--- config.mk ---
export PLATFORM = sky130hd
export DESIGN_NAME = serial_add_ctrl_flat
export DESIGN_NICKNAME = d
export VERILOG_FILES = /design/src/rtl/serial_add_ctrl_pkg.sv /design/src/rtl/serial_add_ctrl_if.sv /design/src/rtl/serial_add_ctrl_fa_cell.sv /design/src/rtl/serial_add_ctrl.sv /design/src/flat_wrapper.sv
export SDC_FILE = /design/constraint.sdc
export NUM_CORES = 1
export LEC_CHECK = 0
export ABC_AREA = 1
export BUFFER_PORTS_ARGS = -buffer_cell sky130_fd_sc_hd__buf_2
export CAP_MARGIN = 40
export CORE_MARGIN = 1
export CORE_UTILIZATION = 39
export DETAILED_ROUTE_END_ITERATION = 10
export GPL_TIMING_DRIVEN = 0
export PLACE_DENSITY_LB_ADDON = 0.05
export SYNTH_ARGS = -nofsm -noshare
export SYNTH_HDL_FRONTEND = slang
export SYNTH_SLANG_ARGS = --single-unit
--- constraint.sdc ---
create_clock -name clk -period 2.2 [get_ports clk]
set_input_delay 0.33 -clock clk [delete_from_list [all_inputs] [get_ports clk]]
set_output_delay 0.33 -clock clk [all_outputs]
set_load 0.03 [all_outputs]
--- src/rtl/serial_add_ctrl_pkg.sv ---
// Shared definitions for the bit-serial adder controller:
// state encodings and the default operand width.
package serial_add_ctrl_pkg;

  localparam int DEFAULT_WIDTH = 8;

  // Code 2'd3 is unused and the controller steers it back to IDLE.
  typedef enum logic [1:0] {
    ST_IDLE = 2'd0,
    ST_RUN  = 2'd1,
    ST_DONE = 2'd2
  } state_t;

endpackage

--- src/rtl/serial_add_ctrl_if.sv ---
// Operand and result handshakes of the serial adder.
// The master side is the operand source / result consumer.
interface serial_add_ctrl_if
  import serial_add_ctrl_pkg::*;
#(
  parameter int WIDTH = DEFAULT_WIDTH
);

  logic             in_valid;
  logic             in_ready;
  logic [WIDTH-1:0] a;
  logic [WIDTH-1:0] b;
  logic             cin;
  logic             out_valid;
  logic             out_ready;
  logic [WIDTH-1:0] sum;
  logic             cout;
  logic             busy;

  modport master (
    output in_valid, a, b, cin, out_ready,
    input  in_ready, out_valid, sum, cout, busy
  );

  modport slave (
    input  in_valid, a, b, cin, out_ready,
    output in_ready, out_valid, sum, cout, busy
  );

endinterface

--- src/rtl/serial_add_ctrl_fa_cell.sv ---
// Combinational full-adder bit cell made of two half adders and an OR,
// time-shared by the controller across all operand bits.
module serial_fa_cell (
  input  logic x,
  input  logic y,
  input  logic ci,
  output logic s,
  output logic co
);

  logic h1_s;
  logic h1_c;
  logic h2_c;

  assign h1_s = x ^ y;
  assign h1_c = x & y;
  assign s    = h1_s ^ ci;
  assign h2_c = h1_s & ci;
  assign co   = h1_c | h2_c;

endmodule

--- src/rtl/serial_add_ctrl.sv ---
// Bit-serial adder controller: adds two WIDTH-bit operands LSB first,
// one bit per clock, through a single shared full-adder cell.
module serial_add_ctrl
  import serial_add_ctrl_pkg::*;
#(
  parameter int WIDTH = DEFAULT_WIDTH
) (
  input  logic          clk,
  input  logic          rst,
  serial_add_ctrl_if.slave bus
);

  localparam int CNT_W = $clog2(WIDTH);

  state_t           state;
  logic [WIDTH-1:0] shift_a;
  logic [WIDTH-1:0] shift_b;
  logic [WIDTH-1:0] sum_r;
  logic [CNT_W-1:0] cnt;
  logic             carry;
  logic             cout_r;
  logic             in_ready_r;
  logic             out_valid_r;
  logic             busy_r;
  logic             fa_s;
  logic             fa_c;

  serial_fa_cell fa (
    .x  (shift_a[0]),
    .y  (shift_b[0]),
    .ci (carry),
    .s  (fa_s),
    .co (fa_c)
  );

  // Sum bits enter at the MSB so after WIDTH shifts bit 0 lands in sum_r[0].
  always_ff @(posedge clk) begin
    if (rst) begin
      state       <= ST_IDLE;
      shift_a     <= '0;
      shift_b     <= '0;
      sum_r       <= '0;
      cnt         <= '0;
      carry       <= 1'b0;
      cout_r      <= 1'b0;
      in_ready_r  <= 1'b0;
      out_valid_r <= 1'b0;
      busy_r      <= 1'b0;
    end else begin
      case (state)
        ST_IDLE: begin
          in_ready_r <= 1'b1;
          if (bus.in_valid && in_ready_r) begin
            shift_a    <= bus.a;
            shift_b    <= bus.b;
            carry      <= bus.cin;
            cnt        <= '0;
            sum_r      <= '0;
            cout_r     <= 1'b0;
            in_ready_r <= 1'b0;
            busy_r     <= 1'b1;
            state      <= ST_RUN;
          end
        end
        ST_RUN: begin
          sum_r   <= {fa_s, sum_r[WIDTH-1:1]};
          shift_a <= {1'b0, shift_a[WIDTH-1:1]};
          shift_b <= {1'b0, shift_b[WIDTH-1:1]};
          carry   <= fa_c;
          cnt     <= cnt + 1'b1;
          if (cnt == CNT_W'(WIDTH - 1)) begin
            cout_r      <= fa_c;
            busy_r      <= 1'b0;
            out_valid_r <= 1'b1;
            state       <= ST_DONE;
          end
        end
        ST_DONE: begin
          if (bus.out_ready) begin
            out_valid_r <= 1'b0;
            in_ready_r  <= 1'b1;
            state       <= ST_IDLE;
          end
        end
        default: begin
          in_ready_r  <= 1'b0;
          out_valid_r <= 1'b0;
          busy_r      <= 1'b0;
          state       <= ST_IDLE;
        end
      endcase
    end
  end

  assign bus.in_ready  = in_ready_r;
  assign bus.out_valid = out_valid_r;
  assign bus.sum       = sum_r;
  assign bus.cout      = cout_r;
  assign bus.busy      = busy_r;

endmodule

--- src/flat_wrapper.sv ---
// flat-port wrapper written by rule: the top's interface ports become plain ports
module serial_add_ctrl_flat import serial_add_ctrl_pkg::*;
#(
  parameter int WIDTH = DEFAULT_WIDTH
)
  (clk, rst, bus_in_valid, bus_a, bus_b, bus_cin, bus_out_ready, bus_in_ready, bus_out_valid, bus_sum, bus_cout, bus_busy);
  serial_add_ctrl_if #(.WIDTH(WIDTH)) bus_i ();
  input  logic clk;
  input  logic rst;
  input wire logic [$bits(bus_i.in_valid)-1:0] bus_in_valid;
  input wire logic [$bits(bus_i.a)-1:0] bus_a;
  input wire logic [$bits(bus_i.b)-1:0] bus_b;
  input wire logic [$bits(bus_i.cin)-1:0] bus_cin;
  input wire logic [$bits(bus_i.out_ready)-1:0] bus_out_ready;
  output wire logic [$bits(bus_i.in_ready)-1:0] bus_in_ready;
  output wire logic [$bits(bus_i.out_valid)-1:0] bus_out_valid;
  output wire logic [$bits(bus_i.sum)-1:0] bus_sum;
  output wire logic [$bits(bus_i.cout)-1:0] bus_cout;
  output wire logic [$bits(bus_i.busy)-1:0] bus_busy;
  assign bus_i.in_valid = bus_in_valid;
  assign bus_i.a = bus_a;
  assign bus_i.b = bus_b;
  assign bus_i.cin = bus_cin;
  assign bus_i.out_ready = bus_out_ready;
  assign bus_in_ready = bus_i.in_ready;
  assign bus_out_valid = bus_i.out_valid;
  assign bus_sum = bus_i.sum;
  assign bus_cout = bus_i.cout;
  assign bus_busy = bus_i.busy;
  serial_add_ctrl #(.WIDTH(WIDTH)) u_core (.clk(clk), .rst(rst), .bus(bus_i));
endmodule
# == Word level (Yosys, flattened, before mapping) ==
# Index checks and enable logic that the tools add are counted.
# Widths: inputs -> output; s select.
# op_classes
multipliers,0
n_shift,0
muxes,26
addsub,1
reduce_logical,9
div_mod_pow,0
n_bitwise,8
magnitude_cmp,0
n_eq_ne,6
# ops
cell,n
$pmux 8 s2,3
$mux 8,3
$reduce_and 3->1,4
$mux 1,9
$pmux 1 s3,3
$mux 2,3
$pmux 2 s3,1
$pmux 3 s2,1
$ne 2x1->1 const B,2
$pmux 1 s2,2
$reduce_and 2->1,2
$add 3x1->3 const B,1
$eq 3x3->1 const B,1
$mux 3,1
$not 1->1,3
$and 1x1->1,2
$eq 2x1->1 const B,1
$eq 2x2->1 const B,1
$logic_not 2->1,1
$ne 2x2->1 const B,1
$reduce_bool 2->1,1
$xor 1x1->1,2
$logic_and 1x1->1,1
$or 1x1->1,1
# word_totals
wordCells,60
input_bits,21
ramBits,0
memories,0
mem_bits_ro,0
latchBits,0
output_inout_bits,12
reg_bits,34

# == Longest topological paths before layout ==
# Gate-level depths: netlist of the first run.
# depth
ltp_word,5
depth_mapped,8
mapped_depth_nobuf,7

# == By module ==
# Synthesis of the first run repeated with hierarchy kept, for this count alone.
# hier_totals
hier_cells,210
hier_area_um2,1514.0
# by_module_without_submodules
mod,cells_each,seq_area_each_um2,area_per_inst_um2,n_inst
serial_add_ctrl,209,680.7,1493.9,1
serial_fa_cell,1,0.0,20.0,1

# == Least setup slack after synthesis of the first run ==
# Ideal clock, no wire load.
# synth_path
path_type,flip-flop to flip-flop
start,"register u_core.in_ready_r, in the netlist u_core.bus.in_ready"
end,register u_core.shift_a[4]
arrival_time_ps,1164
n_path_buf,1
setup_ps,64
setup_slack_ps,972
period_less_slack_ps,1228
t_required_ps,2136
stages_incl_launch_ff,8
path_cell_list,dfxtp_1 > nand2_1 > nand2_2 > nand2_2 > buf_2 > nand2_1 > nand2_1 > nor2_1
# synth_between
elab_chain_cells,3
# synth_lines
element,line,source
start: declaration,serial_add_ctrl.sv:22,logic in_ready_r;
start signal: assignment,serial_add_ctrl.sv:46,in_ready_r <= 1'b0;
start signal: assignment,serial_add_ctrl.sv:52,in_ready_r <= 1'b1;
start signal: assignment,serial_add_ctrl.sv:60,in_ready_r <= 1'b0;
$logic_and 1x1->1,serial_add_ctrl.sv:53,if (bus.in_valid && in_ready_r) begin
$ne 2x1->1 (no line),n/a,
$reduce_and 2->1 (no line),n/a,
end signal: assignment,serial_add_ctrl.sv:54,shift_a <= bus.a;
end signal: assignment,serial_add_ctrl.sv:67,"shift_a <= {1'b0, shift_a[WIDTH-1:1]};"
end: declaration,serial_add_ctrl.sv:16,logic [WIDTH-1:0] shift_a;
# No other way between the ends.
# A chain may end at the register's enable or synchronous reset.

# == Worst setup path after layout of the first run ==
# layout_path
start,register u_core.state[1]
end,register u_core.shift_b[2]
# layout_between
elab_chain_cells,3
elab_cells_between_ends,6
classes_between,2 x eq/ne; 1 x mux; 3 x reduce/logical
# layout_lines
element,line,source
start: declaration,serial_add_ctrl.sv:15,state_t state;
start signal: assignment,serial_add_ctrl.sv:39,state <= ST_IDLE;
start signal: assignment,serial_add_ctrl.sv:62,state <= ST_RUN;
start signal: assignment,serial_add_ctrl.sv:75,state <= ST_DONE;
$logic_not 2->1 or $eq 2x1->1 (tied branches),serial_add_ctrl.sv:50,case (state)
$ne 2x1->1 (no line) or $reduce_bool 2->1 (tied branches),n/a,
$reduce_and 2->1 (no line),n/a,
end signal: assignment,serial_add_ctrl.sv:55,shift_b <= bus.b;
end signal: assignment,serial_add_ctrl.sv:68,"shift_b <= {1'b0, shift_b[WIDTH-1:1]};"
end: declaration,serial_add_ctrl.sv:17,logic [WIDTH-1:0] shift_b;
# Several ways; a longest one is shown, not always the timed one.

==> metrics.json, run 1 <==
{
  "synth.cells.most_frequent": {"value": "82 x sky130_fd_sc_hd__nand2_1, 34 x sky130_fd_sc_hd__dfxtp_1, 32 x sky130_fd_sc_hd__nor2_1, 21 x sky130_fd_sc_hd__inv_1, 16 x sky130_fd_sc_hd__a21oi_1"},
  "grt_pass1_wl": {"value": 5550, "unit": "µm"},
  "design.final.nets": {"value": 292},
  "cts_hold_repair.buffers": {"value": 0},
  "yosys_warnings": {"value": 0},
  "detailedRoute.firstIterationViolations": {"value": 48},
  "initial_standard_cell_utilization_of_the_core": {"value": 41.4, "unit": "%"},
  "yosys.cell_count.top_type": {"value": "sky130_fd_sc_hd__nand2_1"},
  "synthesis.area_per_instance": {"value": 6.74, "unit": "µm²"},
  "sw_frac_of_total": {"value": 27.1, "unit": "%"},
  "finalClockSkew": {"value": 5.75, "unit": "ps"},
  "hp-start": {"value": "rst"},
  "die_width": {"value": 65.0, "unit": "µm"},
  "finalHoldViolations": {"value": 0},
  "remaining_drc_errors": {"value": 0},
  "final_layout_size_suffix_gt1_share": {"value": 19.7, "unit": "%"},
  "buffers_added_on_ports": {"value": 31},
  "mapped_area": {"value": 1550, "unit": "µm²"},
  "power_density": {"value": 797, "unit": "nW/µm²"},
  "detail-route-antenna-nets": {"value": 0},
  "antenna_found_initial": {"value": 0},
  "grt_max_degree": {"value": 12},
  "fp.dieArea": {"value": 4230, "unit": "µm²"},
  "regToRegSetupSlack": {"value": 820, "unit": "ps"},
  "setup_viol": {"value": 0},
  "cts_resized": {"value": 0},
  "netlist_cell_types": {"value": 24},
  "place.gp.congestion": {"value": 0.725},
  "tritoncts_clock_tree": {"value": "yes"},
  "rows": {"value": 22},
  "postSynthRegisterBits": {"value": 34},
  "via_count_of_the_routed_design": {"value": 1417},
  "vias_per_cell": {"value": 4.47},
  "first_global_vias": {"value": 1228},
  "share_comb_of_total_power": {"value": 17.2, "unit": "%"},
  "fmax": {"value": 0.726, "unit": "GHz"},
  "numPlacedInstances": {"value": 309},
  "crit_chain": {"value": "nor2_2, nand2_2, nand2_2, buf_2, nand2_1, nand2_1, nor2_1"},
  "final_util": {"value": 50.1, "unit": "%"},
  "tritoncts.num_buffers": {"value": 5},
  "hold-path-endpoint": {"value": "u_core.cnt[2]"},
  "top_level_ports": {"value": 33},
  "max_cap_viol_count": {"value": 0},
  "postSynth.asyncResetShare": {"value": 0, "unit": "%"},
  "placement.setup.worst_slack": {"value": 753, "unit": "ps"},
  "critPathTopFamily": {"value": "simple AND/OR/NAND/NOR gates"},
  "area_growth_syn_to_layout": {"value": 20.9, "unit": "%"},
  "cts_root_buf": {"value": "sky130_fd_sc_hd__clkbuf_8"},
  "ys.flop_type": {"value": "sky130_fd_sc_hd__dfxtp_1"},
  "synth_edf_count": {"value": 0},
  "final_cells": {"value": 317},
  "worstHoldPathCells": {"value": 2},
  "crit_type": {"value": "register to register"},
  "critPathBufInv": {"value": 1},
  "synthesis.instances": {"value": 230},
  "leakage_component_of_the_power": {"value": 0.942, "unit": "nW"},
  "clk_pin_slew_worst_paths": {"value": 70, "unit": "ps"},
  "max_stage_delay_on_crit_path": {"value": 370, "unit": "ps"},
  "clock_tree.htree_level_count": {"value": 2},
  "r2r_cells": {"value": 7},
  "max_slew.worst_pin.slew": {"value": 449, "unit": "ps"},
  "p_sw": {"value": 0.405, "unit": "mW"},
  "routed_wirelength": {"value": 3310, "unit": "µm"},
  "clock_tree.buffer_depth": {"value": 2},
  "worstReg2RegStart": {"value": "u_core.state[1]"},
  "wl_per_cell": {"value": 10.5, "unit": "µm"},
  "cp_slowest_cell": {"value": "sky130_fd_sc_hd__dfxtp_1"},
  "core": {"value": 3740, "unit": "µm²"},
  "critical_path.endpoint_type": {"value": "register"},
  "timing.final.crit_share": {"value": 62.6, "unit": "%"},
  "holdCritPathClass": {"value": "input port to register"},
  "start_kind": {"value": "register"},
  "synth_top_cell_area_share": {"value": 43.9, "unit": "%"},
  "yosysSeqAreaShare": {"value": 43.9, "unit": "%"},
  "power_frac_clock": {"value": 37.6, "unit": "%"},
  "critical_path.max_fanout": {"value": 10},
  "synth.area.top_cells": {"value": "sky130_fd_sc_hd__dfxtp_1 44%, sky130_fd_sc_hd__nand2_1 20%, sky130_fd_sc_hd__nor2_1 7.7%"},
  "setup_tns": {"value": 0, "unit": "ps"},
  "share_of_power_burned_in_registers": {"value": 45.3, "unit": "%"},
  "final.min_clock_period": {"value": 1380, "unit": "ps"},
  "gr-usage-all-layers": {"value": 17.5, "unit": "%"},
  "crit_arrival": {"value": 1560, "unit": "ps"},
  "irDropWorstVdd": {"value": 374, "unit": "µV"},
  "antenna_cells": {"value": 0},
  "regToRegEndpoint": {"value": "u_core.shift_b[2]"},
  "rsz0062_at_grt": {"value": "false"},
  "place_hpwl": {"value": 2340, "unit": "µm"},
  "detailed_router_iteration_count_before_antenna_repair": {"value": 4},
  "slew_violations": {"value": 0},
  "cp.required": {"value": 2380, "unit": "ps"},
  "post-route-worst-setup-slack": {"value": 823, "unit": "ps"},
  "cellInternalPower": {"value": 1.09, "unit": "mW"},
  "global_route.overflow_total": {"value": 0},
  "synth_top_area_cell": {"value": "sky130_fd_sc_hd__dfxtp_1"},
  "die-height": {"value": 65.0, "unit": "µm"},
  "result_of_the_run": {"value": "finished, final reports clean"},
  "clock_net_sink_count": {"value": 34},
  "post-cts-setup-buffers": {"value": 0},
  "max-slew-margin-rel": {"value": 70.1, "unit": "%"},
  "clk_latency": {"value": 290, "unit": "ps"},
  "postSynthNetCount": {"value": 254}
}
[power groups by stage]
stage	Clock [mW]	Sequential, mW	Combinational (mW)
2_1_floorplan	0	0.700	0.180
3_3_place_gp	0	0.690	0.257
3_5_place_dp	0	0.691	0.258
4_1_cts	0.574	0.676	0.259
5_1_grt	0.610	0.681	0.299
6_report	0.561	0.676	0.256
[worst max-delay path by stage]
| stage | from | end | slack (ps) | cells past startpoint |
|---|---|---|---|---|
| final | u_core.state[1] | u_core.shift_b[2] | 820 | 7 |
| after global routing | u_core.state[0] | u_core.shift_b[4] | 670 | 7 |
| after CTS | u_core.state[0] | u_core.shift_b[2] | 820 | 7 |
| after detailed placement | rst | u_core.cnt[0] | 750 | 5 |
| after global placement | rst | u_core.cnt[0] | 750 | 5 |
| after floorplan | u_core.bus.in_ready | u_core.shift_a[4] | 970 | 7 |
[layout make-up]
class / instances / area (µm²)
Tap cell: 48 / 60.1
Timing Repair Buffer: 31 / 155
Clock inverter: 3 / 40.0
Sequential cell: 34 / 681
Inverter: 23 / 86.3
Multi-Input combinational cell: 162 / 717
Fill cell: 416 / 1870
Buffer: 11 / 66.3
Clock buffer: 5 / 68.8
[state kept, by name, indices dropped and copies added, names as in the netlist]
name	count
u_core.bus.busy	1
u_core.shift_a	8
u_core.bus.cout	1
u_core.bus.in_ready	1
u_core.cnt	3
u_core.bus.sum	8
u_core.carry	1
u_core.shift_b	8
u_core.state	2
u_core.bus.out_valid	1
[through the flow]
stage / area, µm² / hold slack, ps / total power, mW
finish: 1870 / 305 / 1.49
floorplan: 1550 / 439 / 0.880
CTS: 1870 / 301 / 1.51
detailed placement: 1770 / 452 / 0.948
global route: 1870 / 310 / 1.59
global placement: 1770 / 450 / 0.947
[layer usage]
| metal | wire length (µm) | part of all wire [%] | track usage, % |
|---|---|---|---|
| met1 | 1660 | 50 | 22.2 |
| met2 | 1450 | 44 | 27.1 |
| met3 | 161 | 4.9 | 6.51 |
| met4 | 43 | 1.3 | 5.71 |
| met5 | 0 | 0 | 0 |
[cell usage in the layout, fill, tap and decap left out]
| cell | n |
|---|---|
| sky130_fd_sc_hd__a21boi_0 | 1 |
| sky130_fd_sc_hd__a21o_1 | 1 |
| sky130_fd_sc_hd__a21oi_1 | 16 |
| sky130_fd_sc_hd__buf_2 | 35 |
| sky130_fd_sc_hd__buf_4 | 3 |
| sky130_fd_sc_hd__buf_6 | 1 |
| sky130_fd_sc_hd__bufinv_16 | 1 |
| sky130_fd_sc_hd__clkbuf_1 | 2 |
| sky130_fd_sc_hd__clkbuf_2 | 1 |
| sky130_fd_sc_hd__clkbuf_8 | 5 |
| sky130_fd_sc_hd__clkinv_1 | 1 |
| sky130_fd_sc_hd__clkinv_2 | 2 |
| sky130_fd_sc_hd__dfxtp_1 | 34 |
| sky130_fd_sc_hd__fa_1 | 1 |
| sky130_fd_sc_hd__ha_1 | 2 |
| sky130_fd_sc_hd__inv_1 | 21 |
| sky130_fd_sc_hd__inv_2 | 1 |
| sky130_fd_sc_hd__nand2_1 | 82 |
| sky130_fd_sc_hd__nand2_2 | 2 |
| sky130_fd_sc_hd__nand3_1 | 7 |
| sky130_fd_sc_hd__nand3b_1 | 2 |
| sky130_fd_sc_hd__nor2_1 | 32 |
| sky130_fd_sc_hd__nor2_2 | 2 |
| sky130_fd_sc_hd__o211ai_1 | 1 |
| sky130_fd_sc_hd__o21ai_0 | 6 |
| sky130_fd_sc_hd__o21ai_1 | 6 |
| sky130_fd_sc_hd__or2_1 | 1 |
[cell families (layout without fill, tap and decap cells)]
group / Yosys count / in the layout / share of synthesized area, %
adder cells (fa/ha/maj): 3 / 3 / 2.91
AND/OR/NAND/NOR: 128 / 128 / 32.8
buffers and inverters: 34 / 73 / 9.85
flip-flops: 34 / 34 / 43.9
AO/OA/AOI/OAI: 31 / 31 / 10.5
[worst register-to-register path: stages (launching register included)]
cell and delay (ps):
sky130_fd_sc_hd__dfxtp_1 370, sky130_fd_sc_hd__nor2_2 200, sky130_fd_sc_hd__nand2_2 130, sky130_fd_sc_hd__nand2_2 140
sky130_fd_sc_hd__buf_2 240, sky130_fd_sc_hd__nand2_1 80, sky130_fd_sc_hd__nand2_1 60, sky130_fd_sc_hd__nor2_1 50
Note: power is estimated with default switching activity, not from simulation.
==> run 2: changes to the inputs <==
==> constraint.sdc (replaced) <==
create_clock -name clk -period 1.25 [get_ports clk]
set_input_delay 0.1875 -clock clk [delete_from_list [all_inputs] [get_ports clk]]
set_output_delay 0.1875 -clock clk [all_outputs]
set_load 0.03 [all_outputs]
==> metrics.json, run 2 (synthesized netlist as in run 1, its figures left out) <==
{
  "start_kind": {"value": "register"},
  "final_util": {"value": 52.5, "unit": "%"},
  "detailedRoute.firstIterationViolations": {"value": 49},
  "die_width": {"value": 65.0, "unit": "µm"},
  "wl_per_cell": {"value": 10.3, "unit": "µm"},
  "max-slew-margin-rel": {"value": 70.6, "unit": "%"},
  "design.final.nets": {"value": 295},
  "die-height": {"value": 65.0, "unit": "µm"},
  "routed_wirelength": {"value": 3310, "unit": "µm"},
  "cts_root_buf": {"value": "sky130_fd_sc_hd__clkbuf_8"},
  "critPathTopFamily": {"value": "adder cells"},
  "result_of_the_run": {"value": "finished, final reports clean"},
  "clock_tree.htree_level_count": {"value": 2},
  "global_route.overflow_total": {"value": 0},
  "holdCritPathClass": {"value": "input port to register"},
  "first_global_vias": {"value": 1234},
  "core": {"value": 3740, "unit": "µm²"},
  "max_stage_delay_on_crit_path": {"value": 440, "unit": "ps"},
  "final_layout_size_suffix_gt1_share": {"value": 24.6, "unit": "%"},
  "finalHoldViolations": {"value": 0},
  "clock_net_sink_count": {"value": 34},
  "regToRegSetupSlack": {"value": 40, "unit": "ps"},
  "detail-route-antenna-nets": {"value": 0},
  "place_hpwl": {"value": 2340, "unit": "µm"},
  "fp.dieArea": {"value": 4230, "unit": "µm²"},
  "power_density": {"value": 1360, "unit": "nW/µm²"},
  "initial_standard_cell_utilization_of_the_core": {"value": 41.4, "unit": "%"},
  "fmax": {"value": 0.828, "unit": "GHz"},
  "remaining_drc_errors": {"value": 0},
  "regToRegEndpoint": {"value": "u_core.bus.sum[7]"},
  "setup_tns": {"value": 0, "unit": "ps"},
  "crit_arrival": {"value": 1430, "unit": "ps"},
  "critical_path.max_fanout": {"value": 2},
  "antenna_found_initial": {"value": 0},
  "cp_slowest_cell": {"value": "sky130_fd_sc_hd__fa_2"},
  "worstReg2RegStart": {"value": "u_core.shift_a[0]"},
  "finalClockSkew": {"value": 4.96, "unit": "ps"},
  "hp-start": {"value": "rst"},
  "critPathBufInv": {"value": 1},
  "critical_path.endpoint_type": {"value": "register"},
  "max_cap_viol_count": {"value": 0},
  "clk_latency": {"value": 290, "unit": "ps"},
  "grt_pass1_wl": {"value": 5570, "unit": "µm"},
  "clock_tree.buffer_depth": {"value": 2},
  "crit_chain": {"value": "inv_2, fa_2, or2_1, a21oi_1"},
  "top_signal_layer_used": {"value": "met4"},
  "postPlaceCellArea": {"value": 1770, "unit": "µm²"},
  "drt_met1_wl": {"value": 1620, "unit": "µm"},
  "setup_viol": {"value": 0},
  "tritoncts_clock_tree": {"value": "yes"},
  "top_level_ports": {"value": 33},
  "tritoncts.num_buffers": {"value": 5},
  "via_count_of_the_routed_design": {"value": 1440},
  "place.gp.congestion": {"value": 0.725},
  "met3_wirelength_from_detailed_routing": {"value": 159, "unit": "µm"},
  "vias_per_cell": {"value": 4.50},
  "crit_type": {"value": "register to register"},
  "postLayoutCellArea": {"value": 1960, "unit": "µm²"},
  "grt_max_degree": {"value": 12},
  "worstHoldPathCells": {"value": 2},
  "clk_pin_slew_worst_paths": {"value": 70, "unit": "ps"},
  "cts_hold_repair.buffers": {"value": 0},
  "layout_commonest_cell": {"value": "sky130_fd_sc_hd__nand2_1"},
  "cp.required": {"value": 1470, "unit": "ps"},
  "area_growth_syn_to_layout": {"value": 26.7, "unit": "%"},
  "detailed_router_iteration_count_before_antenna_repair": {"value": 4},
  "leakage_component_of_the_power": {"value": 0.972, "unit": "nW"},
  "detailroute.wirelength.met2": {"value": 1480, "unit": "µm"},
  "mostFrequentLayoutCells": {"value": "79 x sky130_fd_sc_hd__nand2_1, 33 x sky130_fd_sc_hd__buf_2, 32 x sky130_fd_sc_hd__nor2_1"},
  "max_slew.worst_pin.slew": {"value": 441, "unit": "ps"},
  "buffers_added_on_ports": {"value": 31},
  "hold-path-endpoint": {"value": "u_core.state[0]"},
  "antenna_cells": {"value": 0},
  "irDropWorstVdd": {"value": 656, "unit": "µV"},
  "slew_violations": {"value": 0},
  "rows": {"value": 22},
  "r2r_cells": {"value": 4},
  "timing.final.crit_share": {"value": 96.7, "unit": "%"},
  "final.min_clock_period": {"value": 1210, "unit": "ps"},
  "gr-usage-all-layers": {"value": 17.5, "unit": "%"}
}
[run 2: worst max-delay path by stage]
stage | startpoint | to | slack (ps) | depth (start not counted)
detailed placement | u_core.state[1] | u_core.shift_b[2] | -110 | 7
floorplan | u_core.bus.in_ready | u_core.shift_a[4] | 20 | 7
finish | u_core.shift_a[0] | u_core.bus.sum[7] | 40 | 4
global placement | u_core.state[1] | u_core.shift_b[4] | -100 | 7
CTS | u_core.state[0] | u_core.shift_b[2] | -70 | 7
global route | u_core.shift_a[0] | u_core.bus.sum[7] | -0.4 | 4
[run 2: routing by layer]
metal  global-route usage (%)  vias to the layer above
met1                     22.2                      625
li1                         -                      783
met2                     27.1                       28
met4                     5.71                        0
met5                        0                        -
met3                     6.51                        4
[run 2: timing repair]
action | in CTS | in global routing
buffers inserted | 0 | 3
gates resized for setup | 2 | 27
gates cloned | 0 | 0
pin swaps | 0 | 5
endpoints found under the setup margin | 27 | 32
[run 2: worst reg2reg max path, stage by stage (launching register included)]
cell	delay, ps
sky130_fd_sc_hd__dfxtp_2	330
sky130_fd_sc_hd__inv_2	40
sky130_fd_sc_hd__fa_2	440
sky130_fd_sc_hd__or2_1	220
sky130_fd_sc_hd__a21oi_1	120
[run 2: report_power, final]
part	switching [mW]	internal (mW)
sequential	0.0310	1.16
combinational	0.294	0.201
clock	0.403	0.586
total	0.729	1.95
[run 2: final cells by class]
type | count | area [µm²]
fillers | 394 | 1780
multi-input cells | 162 | 749
flip-flops and latches | 34 | 687
repair buffers | 34 | 178
plain buffers | 11 | 92.6
inverters | 23 | 88.8
clock buffers | 5 | 68.8
well taps | 48 | 60.1
clock inverters | 3 | 40.0
[run 2: stage by stage]
step / worst slack, ps / hold WS (ps) / cells / power [mW]
3_5_place_dp: -113 / 452 / 309 / 1.67
2_1_floorplan: 21.8 / 352 / 230 / 1.55
3_3_place_gp: -95.2 / 450 / 309 / 1.67
4_1_cts: -67.4 / 158 / 317 / 2.66
5_1_grt: -0.426 / 166 / 320 / 2.85
6_report: 41.7 / 161 / 320 / 2.68
==> run 3: changes to the inputs <==
--- a/config.mk
+++ b/config.mk
@@ -13,6 +13,7 @@
 export DETAILED_ROUTE_END_ITERATION = 10
 export GPL_TIMING_DRIVEN = 0
 export PLACE_DENSITY_LB_ADDON = 0.05
+export SETUP_SLACK_MARGIN = 0.2
 export SYNTH_ARGS = -nofsm -noshare
 export SYNTH_HDL_FRONTEND = slang
 export SYNTH_SLANG_ARGS = --single-unit
==> metrics.json, run 3 (synthesized netlist as in run 1, its figures left out) <==
{
  "postLayoutCellArea": {"value": 2560, "unit": "µm²"},
  "tritoncts.num_buffers": {"value": 5},
  "crit_type": {"value": "register to register"},
  "area_growth_syn_to_layout": {"value": 65.1, "unit": "%"},
  "finalHoldViolations": {"value": 0},
  "numPlacedInstances": {"value": 309},
  "vias_per_cell": {"value": 4.66},
  "detailed_router_iteration_count_before_antenna_repair": {"value": 4},
  "remaining_drc_errors": {"value": 0},
  "fp.dieArea": {"value": 4230, "unit": "µm²"},
  "critical_path.endpoint_type": {"value": "register"},
  "initial_standard_cell_utilization_of_the_core": {"value": 41.4, "unit": "%"},
  "mostFrequentLayoutCells": {"value": "53 x sky130_fd_sc_hd__nand2_1, 25 x sky130_fd_sc_hd__buf_2, 25 x sky130_fd_sc_hd__nor2_1, 25 x sky130_fd_sc_hd__dfxtp_1, 22 x sky130_fd_sc_hd__buf_6"},
  "top_level_ports": {"value": 33},
  "detailedRoute.firstIterationViolations": {"value": 66},
  "first_global_vias": {"value": 1449},
  "routed_wirelength": {"value": 4290, "unit": "µm"},
  "final_layout_size_suffix_gt1_share": {"value": 48.2, "unit": "%"},
  "antenna_cells": {"value": 0},
  "clk_latency": {"value": 280, "unit": "ps"},
  "cts_root_buf": {"value": "sky130_fd_sc_hd__clkbuf_8"},
  "result_of_the_run": {"value": "finished, final reports clean"},
  "leakage_component_of_the_power": {"value": 1.23, "unit": "nW"},
  "r2r_cells": {"value": 4},
  "start_kind": {"value": "register"},
  "buffers_added_on_ports": {"value": 31},
  "critPathCapture": {"value": "u_core.bus.sum[7]"},
  "postPlaceCellArea": {"value": 1820, "unit": "µm²"},
  "die-height": {"value": 65.0, "unit": "µm"},
  "grt_max_degree": {"value": 11},
  "gr-usage-all-layers": {"value": 21.0, "unit": "%"},
  "layout_commonest_cell": {"value": "sky130_fd_sc_hd__nand2_1"},
  "timing.final.crit_share": {"value": 98.2, "unit": "%"},
  "cp.required": {"value": 1460, "unit": "ps"},
  "place_hpwl": {"value": 2330, "unit": "µm"},
  "irDropWorstVdd": {"value": 656, "unit": "µV"},
  "fmax": {"value": 0.815, "unit": "GHz"},
  "grt_pass1_wl": {"value": 6520, "unit": "µm"},
  "clk_pin_slew_worst_paths": {"value": 70, "unit": "ps"},
  "regToRegSetupSlack": {"value": 20, "unit": "ps"},
  "finalClockSkew": {"value": 4.50, "unit": "ps"},
  "core": {"value": 3740, "unit": "µm²"},
  "regToRegEndpoint": {"value": "u_core.bus.sum[7]"},
  "die_width": {"value": 65.0, "unit": "µm"},
  "setup_viol": {"value": 0},
  "hold_ws": {"value": 173, "unit": "ps"},
  "rows": {"value": 22},
  "clock_net_sink_count": {"value": 34},
  "antenna_found_initial": {"value": 0},
  "max_cap_viol_count": {"value": 0},
  "design.final.nets": {"value": 324},
  "crit_arrival": {"value": 1440, "unit": "ps"},
  "worstReg2RegStart": {"value": "u_core.shift_a[0]"},
  "cts_hold_repair.buffers": {"value": 0},
  "max_slew.worst_pin.slew": {"value": 502, "unit": "ps"},
  "report.power.total": {"value": 2.88, "unit": "mW"},
  "critical_path.max_fanout": {"value": 2},
  "global_route.overflow_total": {"value": 0},
  "tritoncts_clock_tree": {"value": "yes"},
  "clock_tree.htree_level_count": {"value": 2},
  "wl_per_cell": {"value": 12.3, "unit": "µm"},
  "power_density": {"value": 1120, "unit": "nW/µm²"},
  "detail-route-antenna-nets": {"value": 0},
  "slew_violations": {"value": 0},
  "clock_tree.buffer_depth": {"value": 2},
  "place.gp.congestion": {"value": 0.755},
  "via_count_of_the_routed_design": {"value": 1625},
  "final.min_clock_period": {"value": 1230, "unit": "ps"},
  "timing_startpoint_of_the_critical_path": {"value": "u_core.shift_a[0]"},
  "max-slew-margin-rel": {"value": 66.5, "unit": "%"},
  "final_cells": {"value": 349},
  "rsz0062_at_grt": {"value": "true"},
  "holdCritPathClass": {"value": "input port to register"}
}
==> run 3: changes by cell type in the layout (fill, tap and decap cells not counted), moves of 7 or more <==
| cell | previous run | this run |
|---|---|---|
| sky130_fd_sc_hd__buf_2 | 33 | 25 |
| sky130_fd_sc_hd__buf_4 | 5 | 18 |
| sky130_fd_sc_hd__buf_6 | 4 | 22 |
| sky130_fd_sc_hd__nand2_1 | 79 | 53 |
| sky130_fd_sc_hd__nand2_2 | 3 | 20 |
| sky130_fd_sc_hd__nand2_4 | 2 | 10 |
| sky130_fd_sc_hd__nor2_1 | 32 | 25 |
| sky130_fd_sc_hd__nor2_2 | 0 | 7 |
==> run 3: through the flow <==
step	TNS, ps	utilization (%)	worst slack [ps]
final	0	68.4	22.4
after global placement	-50.9	48.6	-40.3
after global routing	-38.6	68.4	-21.6
after detailed placement	-70.4	48.6	-51.7
after CTS	0	62.3	27.7
after floorplan	0	-	101
==> run 3: worst min path at each step <==
stage / start / end / depth (start not counted)
floorplan: bus_a[7] / u_core.shift_a[7] / 2
global placement: u_core.bus.sum[0] / u_core.bus.sum[0] / 2
detailed placement: u_core.bus.sum[0] / u_core.bus.sum[0] / 2
CTS: rst / u_core.state[0] / 2
global route: bus_b[7] / u_core.shift_b[7] / 3
finish: bus_b[7] / u_core.shift_b[7] / 3
==> run 3: what timing repair did <==
action,CTS,global route
setup buffers,22,2
resized for setup,49,73
gates cloned,7,1
endpoints found under the setup margin,34,39
pin swaps,22,23
==> run 3: layer usage <==
layer | part of all wire, % | track usage [%] | up-vias
li1 | - | - | 850
met5 | 0 | 0 | -
met2 | 52 | 36.7 | 25
met4 | 1.4 | 8.15 | 0
met1 | 44 | 25.1 | 744
met3 | 2.6 | 4.23 | 6
==> run 3: cell type report <==
| cell class | instances | area (µm²) |
|---|---|---|
| timing repair buffer | 63 | 547 |
| clock buffer | 7 | 86.3 |
| fill | 330 | 1180 |
| tap | 48 | 60.1 |
| inverter | 23 | 95.1 |
| sequential | 34 | 699 |
| multi-input combinational | 162 | 953 |
| buffer | 11 | 114 |
| clock inverter | 1 | 5.00 |
==> run 3: power breakdown <==
group | switching, mW | internal [mW]
clock network | 0.377 | 0.444
registers | 0.0392 | 1.16
logic | 0.430 | 0.422
==> run 3: worst max-delay path, cell delays in order (launching register included) <==
cell                      delay [ps]
sky130_fd_sc_hd__dfxtp_2         320
sky130_fd_sc_hd__inv_2            40
sky130_fd_sc_hd__fa_1            450
sky130_fd_sc_hd__or2_1           230
sky130_fd_sc_hd__a21oi_2         110
